--- config.mk ---
export PLATFORM = sky130hd
export DESIGN_NAME = counter_sched
export DESIGN_NICKNAME = d
export VERILOG_FILES = /design/src/rtl/counter_sched.sv
export SDC_FILE = /design/constraint.sdc
export NUM_CORES = 1
export LEC_CHECK = 0
export ABC_AREA = 1
export CELL_PAD_IN_SITES_DETAIL_PLACEMENT = 1
export CELL_PAD_IN_SITES_GLOBAL_PLACEMENT = 2
export CORE_AREA = 2 2 71 56
export CTS_CLUSTER_DIAMETER = 30
export DETAILED_ROUTE_END_ITERATION = 10
export DIE_AREA = 0 0 73 58
export GPL_TIMING_DRIVEN = 0
export PLACE_DENSITY = 0.81
export SLEW_MARGIN = 20
export SYNTH_ARGS = -nofsm -noshare
export SYNTH_HDL_FRONTEND = slang
export SYNTH_SLANG_ARGS = --single-unit
--- constraint.sdc ---
create_clock -name clk -period 2.3 [get_ports clk]
set_input_delay 0.46 -clock clk [delete_from_list [all_inputs] [get_ports clk]]
set_output_delay 0.46 -clock clk [all_outputs]
set_load 0.005 [all_outputs]
--- src/rtl/counter_sched.sv ---
// counter_sched
//   Run-to-terminal-count scheduler wrapped around a 4-bit toggle-enable
//   counter. Two requesters offer a terminal count over valid/ready. A
//   round-robin arbiter picks one, the counter is cleared and stepped until it
//   equals the latched terminal count (or the run is aborted). A one-cycle
//   done pulse follows, then GAP idle cycles before the next grant.
//
// Parameters
//   GAP          idle cycles between DONE and the next grant (0..3)
//
// Ports
//   clk          rising-edge clock
//   reset        asynchronous, active-low reset
//   req_valid    [1:0] per-requester command pending
//   req_tc0      [3:0] terminal count of requester 0
//   req_tc1      [3:0] terminal count of requester 1
//   req_ready    [1:0] per-requester accept (one-hot, IDLE only)
//   abort        end the current run early (ignored outside RUN)
//   busy         high in RUN, DONE and GAP
//   grant_id     requester owning the current or last run
//   cnt_q        [3:0] counter value
//   cnt_t        [3:0] toggle enables applied at the coming edge
//   done         one-cycle completion pulse
//   done_aborted qualifies done: the run was aborted
module counter_sched #(
  parameter int GAP = 1
) (
  input  logic       clk,
  input  logic       reset,
  input  logic [1:0] req_valid,
  input  logic [3:0] req_tc0,
  input  logic [3:0] req_tc1,
  output logic [1:0] req_ready,
  input  logic       abort,
  output logic       busy,
  output logic       grant_id,
  output logic [3:0] cnt_q,
  output logic [3:0] cnt_t,
  output logic       done,
  output logic       done_aborted
);

  typedef enum logic [1:0] {
    ST_IDLE = 2'd0,
    ST_RUN  = 2'd1,
    ST_DONE = 2'd2,
    ST_GAP  = 2'd3
  } state_t;

  // Value loaded into the gap down-counter on leaving DONE; GAP state exits
  // when the counter reads zero, so it is loaded with GAP-1.
  localparam logic [1:0] GAP_LAST = (GAP > 0) ? 2'(GAP - 1) : 2'd0;

  state_t     state;
  state_t     state_nxt;
  logic [3:0] tc;
  logic       prio;       // requester that wins when both are valid
  logic       aborted;
  logic [1:0] gap_cnt;
  logic       sel;
  logic       hs;
  logic       match;
  logic       inc;

  // Toggle enables for a ripple-free binary increment: bit i flips when all
  // lower bits are 1.
  function automatic logic [3:0] toggle_en(input logic en, input logic [3:0] q);
    toggle_en = {en & q[0] & q[1] & q[2], en & q[0] & q[1], en & q[0], en};
  endfunction

  always_comb begin
    case (req_valid)
      2'b10:   sel = 1'b1;
      2'b11:   sel = prio;
      default: sel = 1'b0;
    endcase
  end

  always_comb begin
    state_nxt = state;
    req_ready = 2'b00;
    hs        = 1'b0;
    inc       = 1'b0;
    match     = (cnt_q == tc);
    case (state)
      ST_IDLE: begin
        if (|req_valid) begin
          req_ready = sel ? 2'b10 : 2'b01;
          hs        = 1'b1;
          state_nxt = ST_RUN;
        end
      end
      ST_RUN: begin
        // Match outranks abort; neither increments in the stopping cycle.
        if (match || abort) state_nxt = ST_DONE;
        else                inc       = 1'b1;
      end
      ST_DONE: begin
        state_nxt = (GAP > 0) ? ST_GAP : ST_IDLE;
      end
      ST_GAP: begin
        if (gap_cnt == 2'd0) state_nxt = ST_IDLE;
      end
      default: state_nxt = ST_IDLE;
    endcase
  end

  assign cnt_t        = toggle_en(inc, cnt_q);
  assign busy         = (state != ST_IDLE);
  assign done         = (state == ST_DONE);
  assign done_aborted = (state == ST_DONE) && aborted;

  always_ff @(posedge clk or negedge reset) begin
    if (!reset) begin
      state    <= ST_IDLE;
      tc       <= 4'd0;
      grant_id <= 1'b0;
      prio     <= 1'b0;
      cnt_q    <= 4'd0;
      aborted  <= 1'b0;
      gap_cnt  <= 2'd0;
    end else begin
      state <= state_nxt;
      if (hs) begin
        tc       <= sel ? req_tc1 : req_tc0;
        grant_id <= sel;
        prio     <= ~sel;
        cnt_q    <= 4'd0;
      end else begin
        cnt_q <= cnt_q ^ cnt_t;
      end
      if (state == ST_RUN) aborted <= ~match & abort;
      if (state == ST_DONE) gap_cnt <= GAP_LAST;
      else if (state == ST_GAP && gap_cnt != 2'd0) gap_cnt <= gap_cnt - 2'd1;
    end
  end

endmodule

* Word-level counts from Yosys, hierarchy flattened
Cells that the tools add are included.
Cells by class: $add $sub $neg 1, $mul 0, div/mod/pow operators 0, order comparisons 0, equality and inequality tests 9, shifts and indexed selects 0, mux-type cells 16, bitwise gates (word level) 7, reduce and logical (&&, ||, !) cells 10
Operators by type and width (number):
- 2-bit 2-to-1 mux | 8
- 2-bit == test, second input constant | 4
- 4-bit 2-to-1 mux | 2
- 2-bit case mux with 4 select lines | 1
- 2-bit != test, second input constant | 3
- 2-bit nonzero test | 3
- 1-bit AND | 4
- 4-bit == test | 1
- 2-bit logical NOT | 2
- 1-bit 2-to-1 mux | 4
- 4-bit bitwise XOR | 1
- 3-bit AND reduction | 1
- 2-bit by 1-bit == test with 1-bit output, second input constant | 1
- 1-bit logical AND | 2
- 1-bit inverter | 2
- 1-bit case mux with 2 select lines | 1
- 2-bit OR reduction | 1
- 2-bit by 1-bit subtractor with 2-bit output, second input constant | 1
- 1-bit logical OR | 1
Word-level totals: bits in registers 15, bits in latches 0, bits in writable memories 0, memory bits (read-only) 0, input port bits 13, output and inout port bits 14, logic and storage cells 50, memories 0

* Logic depth before layout (Yosys ltp)
depth after elaboration 9, mapped depth 12, mapped depth without buffers 12

* Worst setup path after synthesis
Ideal clock, no wire load.
path kind register to output, start point register state[1], end point output cnt_t[3], data arrival time 1.474 ns, data required time 1.840 ns, slack 0.366 ns, stages on the path, launching flop included 10, path buffers 0, path through dfrtp_1 -> inv_1 -> ha_1 -> inv_1 -> nor2_1 -> nand2_1 -> inv_1 -> ha_1 -> ha_1 -> ha_1
Between the ends: longest elaborated chain between the ends 5
RTL lines:
- start, declared | line 54 | state_t state;
- start signal, assigned | line 123 | state <= state_nxt;
- 2-bit by 1-bit == test with 1-bit output | line 85 | case (state)
- 1-bit 2-to-1 mux | line 85
- named net inc | line 63 | logic inc;
- 1-bit AND
- named net cnt_t[1] | line 38 | output logic [3:0] cnt_t,
- 1-bit AND | line 68 | toggle_en = {en & q[0] & q[1] & q[2], en & q[0] & q[1], en & q[0], en};
- named net cnt_t[2] | line 38
- 1-bit AND | line 68
- end, declared | line 38
The timed path passes the listed nets, and every way through them passes these cells.

* Worst setup path after layout
start point register state[0], end point output cnt_t[3]
Between the ends: longest elaborated chain between the ends 5
RTL lines (line):
- 2-bit by 1-bit == test with 1-bit output | 85
- 1-bit 2-to-1 mux | 85
- named net inc | 63
- 1-bit AND (3 in a row) | 68
The timed path passes the listed nets, and every way through them passes these cells.

==> run summary <==
Status -> complete, no violations
Top-Level Pins -> 27
Worst path bufs/invs -> 3
Wirelength per Cell -> 12.2 um
Starting Density -> 25.3%
Final clock period utilization by the worst path -> 97.3%
Clock Latency Late Sink -> 0.25 ns
Yosys reg bits -> 15
Gate Count Post-Synth -> 107
H-tree levels -> 1
Crit path max-delay family -> adder cells
Number of cells on the critical path -> 9
Top cells by area, synth -> dfrtp_1 42%, nand2_1 13%, ha_1 11%
Worst reg-to-reg setup slack -> 0.44 ns
FF-to-FF path depth -> 12
Worst slew pin tran -> 0.747 ns
Post-synthesis cell type count -> 23
P_leak -> 0.684 nW
Via count -> 809
CP max stage delay -> 0.42 ns
Seq pwr share -> 29.7%
FP Rows -> 19
Synth top area share -> 41.9%
Ys async rst share -> 100%
Post-synth EDFFs -> 0
Synth warn -> 0
Num Clock Sinks -> 15
Final min period -> 2.24 ns
Pint -> 896 uW
DR pass1 iterations -> 3
Critical path required time -> 1.84 ns
End point of the critical path -> cnt_t[3]
Sw Ratio -> 38.0%
Max-slew headroom -> 50.0%
DRC viols -> 0
Die W -> 73 um
TritonCTS clock tree -> done
Gate power share -> 55.3%
Crit path launch -> state[0]$_DFFE_PN0P_
Via density per instance -> 4.30
Vias in the first global route -> 828
IO Port Bufs -> 26
Cell taking the most area after synthesis -> dfrtp_1
Die Area -> 0.00423 sq mm
Final Hold Viols -> 0
Reg2Reg Launch Point -> cnt_q[3]$_DFF_PN0_
Final Util -> 38.0%
Ys flop type -> dfrtp_1
Synth-to-Final Area Change -> 50.3%
GRT Overall Usage -> 11.6%
Syn Area/Cell -> 8.37 sq um
Core region area -> 0.00354 sq mm
Clk network pwr share -> 15.0%
Diode count -> 0
Largest net degree at the start of global routing -> 16
Crit-path max FO -> 4
Worst Clk Skew -> 0.00139 ns
Initial antenna violation count -> 0
Final std cells w/o fill -> 188
First-pass GRT wire length -> 3.66 mm
Final wirelength -> 2.29 mm
Crit-path slowest cell -> dfrtp_1
RSZ-0062 raised after global routing -> yes
Grt total ovfl -> 0
Register area share after synthesis -> 41.9%
Crit path DAT -> 1.78 ns
DP HPWL -> 1.71 mm
Max clock buf depth -> 2
Final ANT Viol Nets -> 0
Worst setup path class -> reg2out
Fmax -> 0.447 GHz
Reg2reg end -> cnt_q[3]$_DFF_PN0_
Initial DRC Count -> 19
Critical-path cell list -> ha_2, inv_1, nor2_1, nand2_1, inv_2, ha_2, ha_2, ha_2, clkbuf_2
Worst-path clk slew -> 0.06 ns
Crit start category -> flip-flop
Worst min path class -> reg2reg
Max-Cap Viols -> 0
VDD IR max -> 0.000339 V
Final RePlAce weighted congestion -> 0.695
Mapped Area -> 896 sq um
Worst path most repeated cell -> ha_2
Worst Setup End Kind -> output port
Final setup fails -> 0
Fin nets -> 168
Switch Pwr -> 550 uW
CTS Buf Count -> 3
Slew Limit Fails -> 0
Placed Cells -> 175
Syn_nets -> 128
Die height -> 58 um
Root buf cell -> clkbuf_8
Pwr Density -> 1070 mW/mm^2
Share of cells above drive strength 1 -> 23.3%
per-stage QoR:
stage               hold WS [ns]  total power, mW  setup slack, ns  setup TNS, ns  cell area (sq um)
floorplan                  0.164            0.855            0.366              0                896
global placement           0.463             1.09           -0.428         -0.997               1210
detailed placement         0.487             1.13           -0.462          -1.13               1210
CTS                        0.503             1.42           -0.103         -0.179               1310
global route               0.540             1.59          -0.0853         -0.155               1350
finish                     0.495             1.45           0.0618              0               1350
repair_timing:
| action | 4_1_cts | 5_1_grt |
|---|---|---|
| setup endpoints to repair | 6 | 5 |
| setup buffers | 4 | 5 |
| pin swaps | 2 | 5 |
| resized for setup | 14 | 5 |
| hold buffers | 0 | 0 |
worst min path at each step:
stage | start | to | slack, ns | cells after the start
2_1_floorplan | reset | aborted$_DFFE_PN0N_ | 0.16 | 0
3_3_place_gp | aborted$_DFFE_PN0N_ | aborted$_DFFE_PN0N_ | 0.46 | 2
3_5_place_dp | aborted$_DFFE_PN0N_ | aborted$_DFFE_PN0N_ | 0.49 | 2
4_1_cts | aborted$_DFFE_PN0N_ | aborted$_DFFE_PN0N_ | 0.50 | 2
5_1_grt | grant_id$_DFFE_PN0P_ | grant_id$_DFFE_PN0P_ | 0.54 | 1
6_report | aborted$_DFFE_PN0N_ | aborted$_DFFE_PN0N_ | 0.49 | 2
cell usage after synthesis (2+ instances only):
master,number
nand2_1,30
inv_1,20
dfrtp_1,15
nor2_1,10
ha_1,8
o211ai_2,4
nand3_1,3
nor3_1,2
power groups by stage:
stage / clock, mW / sequential, mW / combinational, mW
floorplan: 0 / 0.421 / 0.433
global placement: 0 / 0.430 / 0.662
detailed placement: 0 / 0.439 / 0.693
CTS: 0.227 / 0.431 / 0.761
global route: 0.238 / 0.444 / 0.904
finish: 0.216 / 0.430 / 0.800
placed cells by master, fill, tap and decap left out, types with 2 or more instances in the layout:
cell type        instances
buf_4                   11
clkbuf_8                 3
clkdlybuf4s50_1         20
dfrtp_1                 15
dlygate4sd2_1            4
ha_1                     3
ha_2                     4
inv_1                   17
inv_2                    4
nand2_1                 30
nand3_1                  3
nor2_1                  10
nor3_1                   2
o211ai_2                 4
state kept, by name (all words and copies together), names as in the netlist:
| register | flops |
|---|---|
| aborted | 1 |
| cnt_q | 4 |
| state | 2 |
| prio | 1 |
| gap_cnt | 2 |
| tc | 4 |
| grant_id | 1 |
final cells by class:
| type | count | area (sq um) |
|---|---|---|
| Buffer | 2 | 15.0 |
| Clock buffer | 4 | 45.0 |
| Fill cell | 424 | 2200 |
| Inverter | 22 | 85.1 |
| Multi-Input combinational cell | 68 | 453 |
| Sequential cell | 15 | 375 |
| Tap cell | 42 | 52.6 |
| Timing Repair Buffer | 35 | 320 |
layer usage:
metal | vias to the layer above | track usage, % | part of all wire (%)
met3 | 2 | 1.57 | 3.0
met5 | - | 0 | 0
met1 | 389 | 15.2 | 46
met4 | 0 | 5.56 | 1.0
met2 | 16 | 19.0 | 50
li1 | 402 | - | -
cells by family (layout without fill, tap and decap cells):
logic type                 Yosys count  in the layout  synth area share [%]
buffers and inverters               24             63                  10.9
xor gates and xnor gates             1              1                 0.978
and+or+nand+nor                     50             50                  25.1
adders and majority gates            8              8                  11.2
AOI/OAI and AO/OA                    9              9                  9.92
DFF                                 15             15                  41.9
worst reg2reg max path, delay by kind of cell (launching register included):
kind / cells / cell delay, ns
simple gates: 6 / 0.50
flops: 1 / 0.41
buf+inv: 2 / 0.18
fa+ha+maj: 3 / 0.51
xor+xnor: 1 / 0.15
(Power assumes the default switching activity.)
==> RTL change 1 (config.mk and constraints unchanged) <==
The 4 states of `state_t` get a Gray code encoding in 2 bits.
--- a/src/rtl/counter_sched.sv
+++ b/src/rtl/counter_sched.sv
@@ -42,8 +42,8 @@
 
   typedef enum logic [1:0] {
-    ST_IDLE = 2'd0,
-    ST_RUN  = 2'd1,
-    ST_DONE = 2'd2,
-    ST_GAP  = 2'd3
+    ST_IDLE = 2'b00,
+    ST_RUN  = 2'b01,
+    ST_DONE = 2'b11,
+    ST_GAP  = 2'b10
   } state_t;
 
Function: same outputs for any inputs over 10 cycles, from zero or initial values and one cycle with reset low; not proved beyond that.
==> RTL change 1 against the unedited design <==
Final area fell by 2.6%; setup slack gained 0.0067 ns; sequential cell count unchanged; cell count fell by 1.6%; routed wire length increased by 2.6%; non-clock buffer count is 2 higher; clock skew is 0.0028 ns higher; critical path depth unchanged; total power shrank 5.4%; first-iteration DRC count grew 58%; synthesized area is 8.2% lower; largest cell class unchanged; largest power group unchanged.
==> RTL change 1: results (changes against the unedited design) <==
CTS
------------------------------------------------------------------------------
Setup Buffers After CTS                                                      6   was 4

WORST HOLD PATH
------------------------------------------------------------------------------
Endpoint of the worst hold-timing path                            aborted$_DFFE_PN0P_   was aborted$_DFFE_PN0N_

YOSYS
------------------------------------------------------------------------------
Portion of the post-synthesis area used by sequential elements           45.7%   was 41.9%
Average cell area after synthesis                                     8.06 µm²   was 8.37 µm²
Synthesized-area fraction occupied by ao, oa, aoi and oai cells          9.28%   was 9.92%
Synthesized-area fraction occupied by xor and xnor cells                 1.07%   was 0.978%
Nets in the synthesized netlist                                            119   was 128

DETAILED ROUTING
------------------------------------------------------------------------------
Detailed-routed wire length on met3                                     117 µm   was 69 µm
Post-DR wirelength/cell                                                12.7 µm   was 12.2 µm
Drt initial violations                                                      30   was 19
Pre-antenna DRT Iters                                                        4   was 3
Avg Vias per Cell                                                         4.30   about the same

CELLS AND AREA
------------------------------------------------------------------------------
Total number of sequential cells                                            15   unchanged
Layout Area Growth over Synthesis                                        59.5%   was 50.3%
Fraction of layout cells with a size suffix above 1                      25.2%   was 23.3%
Non-clock buffer area fraction after layout                              27.1%   was 24.9%
Clock buffer and inverter area fraction after layout                     3.53%   was 3.35%
Fraction of area in multi-input gates                                    30.7%   was 33.6%
Multi-In Gates                                                              64   was 68
Clock Buffer Count                                                           3   was 4
Non-CTS buffers                                                             39   was 37
Final #Nets                                                                161   was 168

POWER
------------------------------------------------------------------------------
Total Power Consumption                                                1.37 mW   was 1.45 mW
Proportion of power drawn by the clock network                           15.6%   was 15.0%
Comb power                                                              724 µW   was 800 µW

GLOBAL ROUTING
------------------------------------------------------------------------------
Fraction of met3 tracks used by global routing                           3.13%   was 1.57%
Wire length of the first global-routing pass                           3880 µm   was 3660 µm
Number of global-route vias before repair                                  844   was 828

PLACE
------------------------------------------------------------------------------
Setup slack at placement                                             -0.462 ns   about the same
Global placer's final weighted congestion                                0.689   was 0.695
Half-perimeter wire length after detailed placement                    1640 µm   was 1710 µm

CRITICAL PATH
------------------------------------------------------------------------------
Critical path launch point                                        tc[1]$_DFFE_PN0P_   was state[0]$_DFFE_PN0P_
Capture instance of the worst register-to-register path           cnt_q[2]$_DFF_PN0_   was cnt_q[3]$_DFF_PN0_
Register-to-Register Setup Slack                                       0.61 ns   was 0.44 ns
Destination of the critical timing path                               cnt_t[1]   was cnt_t[3]

OUTCOME
------------------------------------------------------------------------------
Status                                                            finished clean   unchanged

STA
------------------------------------------------------------------------------
Final-layout worst hold slack                                         0.499 ns   was 0.495 ns

[RTL change 1: cell count changes after synthesis, moves of 4 or more]
cell,change
sky130_fd_sc_hd__ha_1,-4
sky130_fd_sc_hd__o211ai_2,-4
sky130_fd_sc_hd__o21ai_0,+4
sky130_fd_sc_hd__o211ai_1,+4
[RTL change 1: worst max-delay path, stage by stage, from the launching register on]
cell                              delay [ns]
sky130_fd_sc_hd__dfrtp_1                0.39
sky130_fd_sc_hd__inv_1                  0.09
sky130_fd_sc_hd__nand2_1                0.06
sky130_fd_sc_hd__nand2_1                0.08
sky130_fd_sc_hd__nor2_2                 0.05
sky130_fd_sc_hd__nand2_2                0.08
sky130_fd_sc_hd__nand2_2                0.07
sky130_fd_sc_hd__inv_2                  0.08
sky130_fd_sc_hd__ha_4                   0.14
sky130_fd_sc_hd__clkdlybuf4s50_1        0.49
==> RTL change 2 (same flow settings) <==
Made on the original files. Put a register stage on the output `cnt_t`, without a reset. The value now appears one clock later. The other outputs are not delayed to match.
--- a/src/rtl/counter_sched.sv
+++ b/src/rtl/counter_sched.sv
@@ -51,4 +51,6 @@
   // when the counter reads zero, so it is loaded with GAP-1.
   localparam logic [1:0] GAP_LAST = (GAP > 0) ? 2'(GAP - 1) : 2'd0;
+
+  logic [3:0] cnt_t_d;
 
   state_t     state;
@@ -106,5 +108,5 @@
   end
 
-  assign cnt_t        = toggle_en(inc, cnt_q);
+  assign cnt_t_d      = toggle_en(inc, cnt_q);
   assign busy         = (state != ST_IDLE);
   assign done         = (state == ST_DONE);
@@ -128,5 +130,5 @@
         cnt_q    <= 4'd0;
       end else begin
-        cnt_q <= cnt_q ^ cnt_t;
+        cnt_q <= cnt_q ^ cnt_t_d;
       end
       if (state == ST_RUN) aborted <= ~match & abort;
@@ -136,4 +138,8 @@
   end
 
+  always_ff @(posedge clk) begin
+    cnt_t <= cnt_t_d;
+  end
+
 endmodule
 
Check against the original RTL: not equivalent (a bounded check fails within 4 cycles, from zero or initial values and one cycle with reset low).
==> RTL change 2 against the unedited design <==
Total power grew 1.5%; fmax up 3.2%; combinational power is 7.1% lower; routed wire length down 3.2%; synthesized area up 7.0%; clock skew increased by 0.0038 ns; final area is 1.7% higher; critical path depth fell by 2; setup slack better by 0.070 ns; sequential share of layout area up 5.4 points; global-route usage rose by 0.52 points; worst hold slack worse by 0.0072 ns; sequential cell count up 4; core utilization is 0.64 points higher; critical endpoint is now req_ready[0]; largest power group unchanged.
==> RTL change 2: results (changes against the unedited design) <==
OUTCOME
-----------------------------------------------------------------------------
Status                                                           finished clean   unchanged

CELLS AND AREA
-----------------------------------------------------------------------------
Fill count                                                                437   was 424
Final #Nets                                                               169   was 168
Biggest registers after layout                                   cnt_q (4), cnt_t (4), tc (4)   was cnt_q (4), tc (4)
Core occupancy in the finished layout                                   38.6%   was 38.0%
Fraction of layout cells with a size suffix above 1                     16.3%   was 23.3%

STA
-----------------------------------------------------------------------------
Final WS setup                                                       0.131 ns   was 0.0618 ns
Final-layout worst hold slack                                        0.487 ns   was 0.495 ns
Worst clock skew                                                   0.00514 ns   was 0.00139 ns

YOSYS
-----------------------------------------------------------------------------
Portion of the post-synthesis area used by sequential elements          47.5%   was 41.9%
Fraction of registers with async set/reset                              78.9%   was 100%
Average cell area after synthesis                                    8.48 µm²   was 8.37 µm²
Leading post-synthesis cells by cell area                        sky130_fd_sc_hd__dfrtp_1 (39%), sky130_fd_sc_hd__ha_1 (10%), sky130_fd_sc_hd__nand2_1 (9.4%)   was sky130_fd_sc_hd__dfrtp_1 (42%), sky130_fd_sc_hd__nand2_1 (13%), sky130_fd_sc_hd__ha_1 (11%)

CRITICAL PATH
-----------------------------------------------------------------------------
Arr. time, crit path                                                  1.71 ns   was 1.78 ns
Register-to-Register Setup Slack                                      0.34 ns   was 0.44 ns
Number of cells on the worst reg-to-reg path                               11   was 12
Destination of the critical timing path                          req_ready[0]   was cnt_t[3]
Max incr delay on CP                                                  0.49 ns   was 0.42 ns
CP max FO                                                                   5   was 4
Delay-heaviest family, CP                                        buffers and inverters   was adder cells

PLACE
-----------------------------------------------------------------------------
Setup slack at placement                                           -0.0612 ns   was -0.462 ns
Half-perimeter wire length after detailed placement                   1770 µm   was 1710 µm
Cell area after placement                                            1270 µm²   was 1210 µm²
Number of instances in the placed design                                  181   was 175

POWER
-----------------------------------------------------------------------------
Worst IR drop on VDD                                                 0.419 mV   was 0.339 mV
Reported leakage power                                               0.677 nW   was 0.684 nW
Comb power                                                             743 µW   was 800 µW
Net switching power                                                    539 µW   was 550 µW

DETAILED ROUTING
-----------------------------------------------------------------------------
Pre-antenna DRT Iters                                                       2   was 3
Drt initial violations                                                      9   was 19
Avg Vias per Cell                                                        4.29   was 4.30

GLOBAL ROUTING
-----------------------------------------------------------------------------
Number of global-route vias before repair                                 849   was 828

## RTL change 2: changes by cell type in the layout (fill, tap and decap cells not counted), moves of 3 or more
cell                              change
sky130_fd_sc_hd__o211ai_2             -3
sky130_fd_sc_hd__ha_2                 -3
sky130_fd_sc_hd__buf_4                -7
sky130_fd_sc_hd__ha_1                 +4
sky130_fd_sc_hd__inv_1                +3
sky130_fd_sc_hd__o21ai_1              +3
sky130_fd_sc_hd__nand2_2              +3
sky130_fd_sc_hd__nor2_1               +3
sky130_fd_sc_hd__dlygate4sd2_1        -4
sky130_fd_sc_hd__dfxtp_1              +4
sky130_fd_sc_hd__nand2_1              -8
sky130_fd_sc_hd__clkdlybuf4s50_1      +4
## RTL change 2: what timing repair did
item,CTS,global route
hold buffers,0,0
endpoints found under the hold margin,0,0
setup endpoints to repair,1,2
pin swaps,1,1
gates cloned,0,0
gates resized for setup,3,4
buffers inserted,3,1
## RTL change 2: routing by layer
metal	part of all wire [%]	vias up	global-route usage, %	wire length (µm)
li1	-	410	-	-
met1	46	375	15.6	1010
met2	47	18	19.3	1050
met3	3.3	8	2.78	74
met4	3.5	0	5.82	77
met5	0	-	0	0
## RTL change 2: kinds of logic (layout without fill, tap and decap cells)
group           Yosys count  count (layout)  share of synthesized area, %
compound gates           12              12                          8.75
xor+xnor                  1               1                         0.914
fa+ha+maj                 8               8                          10.4
buf+inv                  24              58                          10.2
flops                    19              19                          47.5
simple gates             49              49                          22.2
## RTL change 2: cell type report
type / instances / share of cell area (%)
tap: 42 / 3.84
sequential: 19 / 33.3
clock buffer: 4 / 3.29
timing repair buffer: 30 / 21.6
inverter: 23 / 6.31
buffer: 1 / 0.823
multi-input combinational: 70 / 30.9
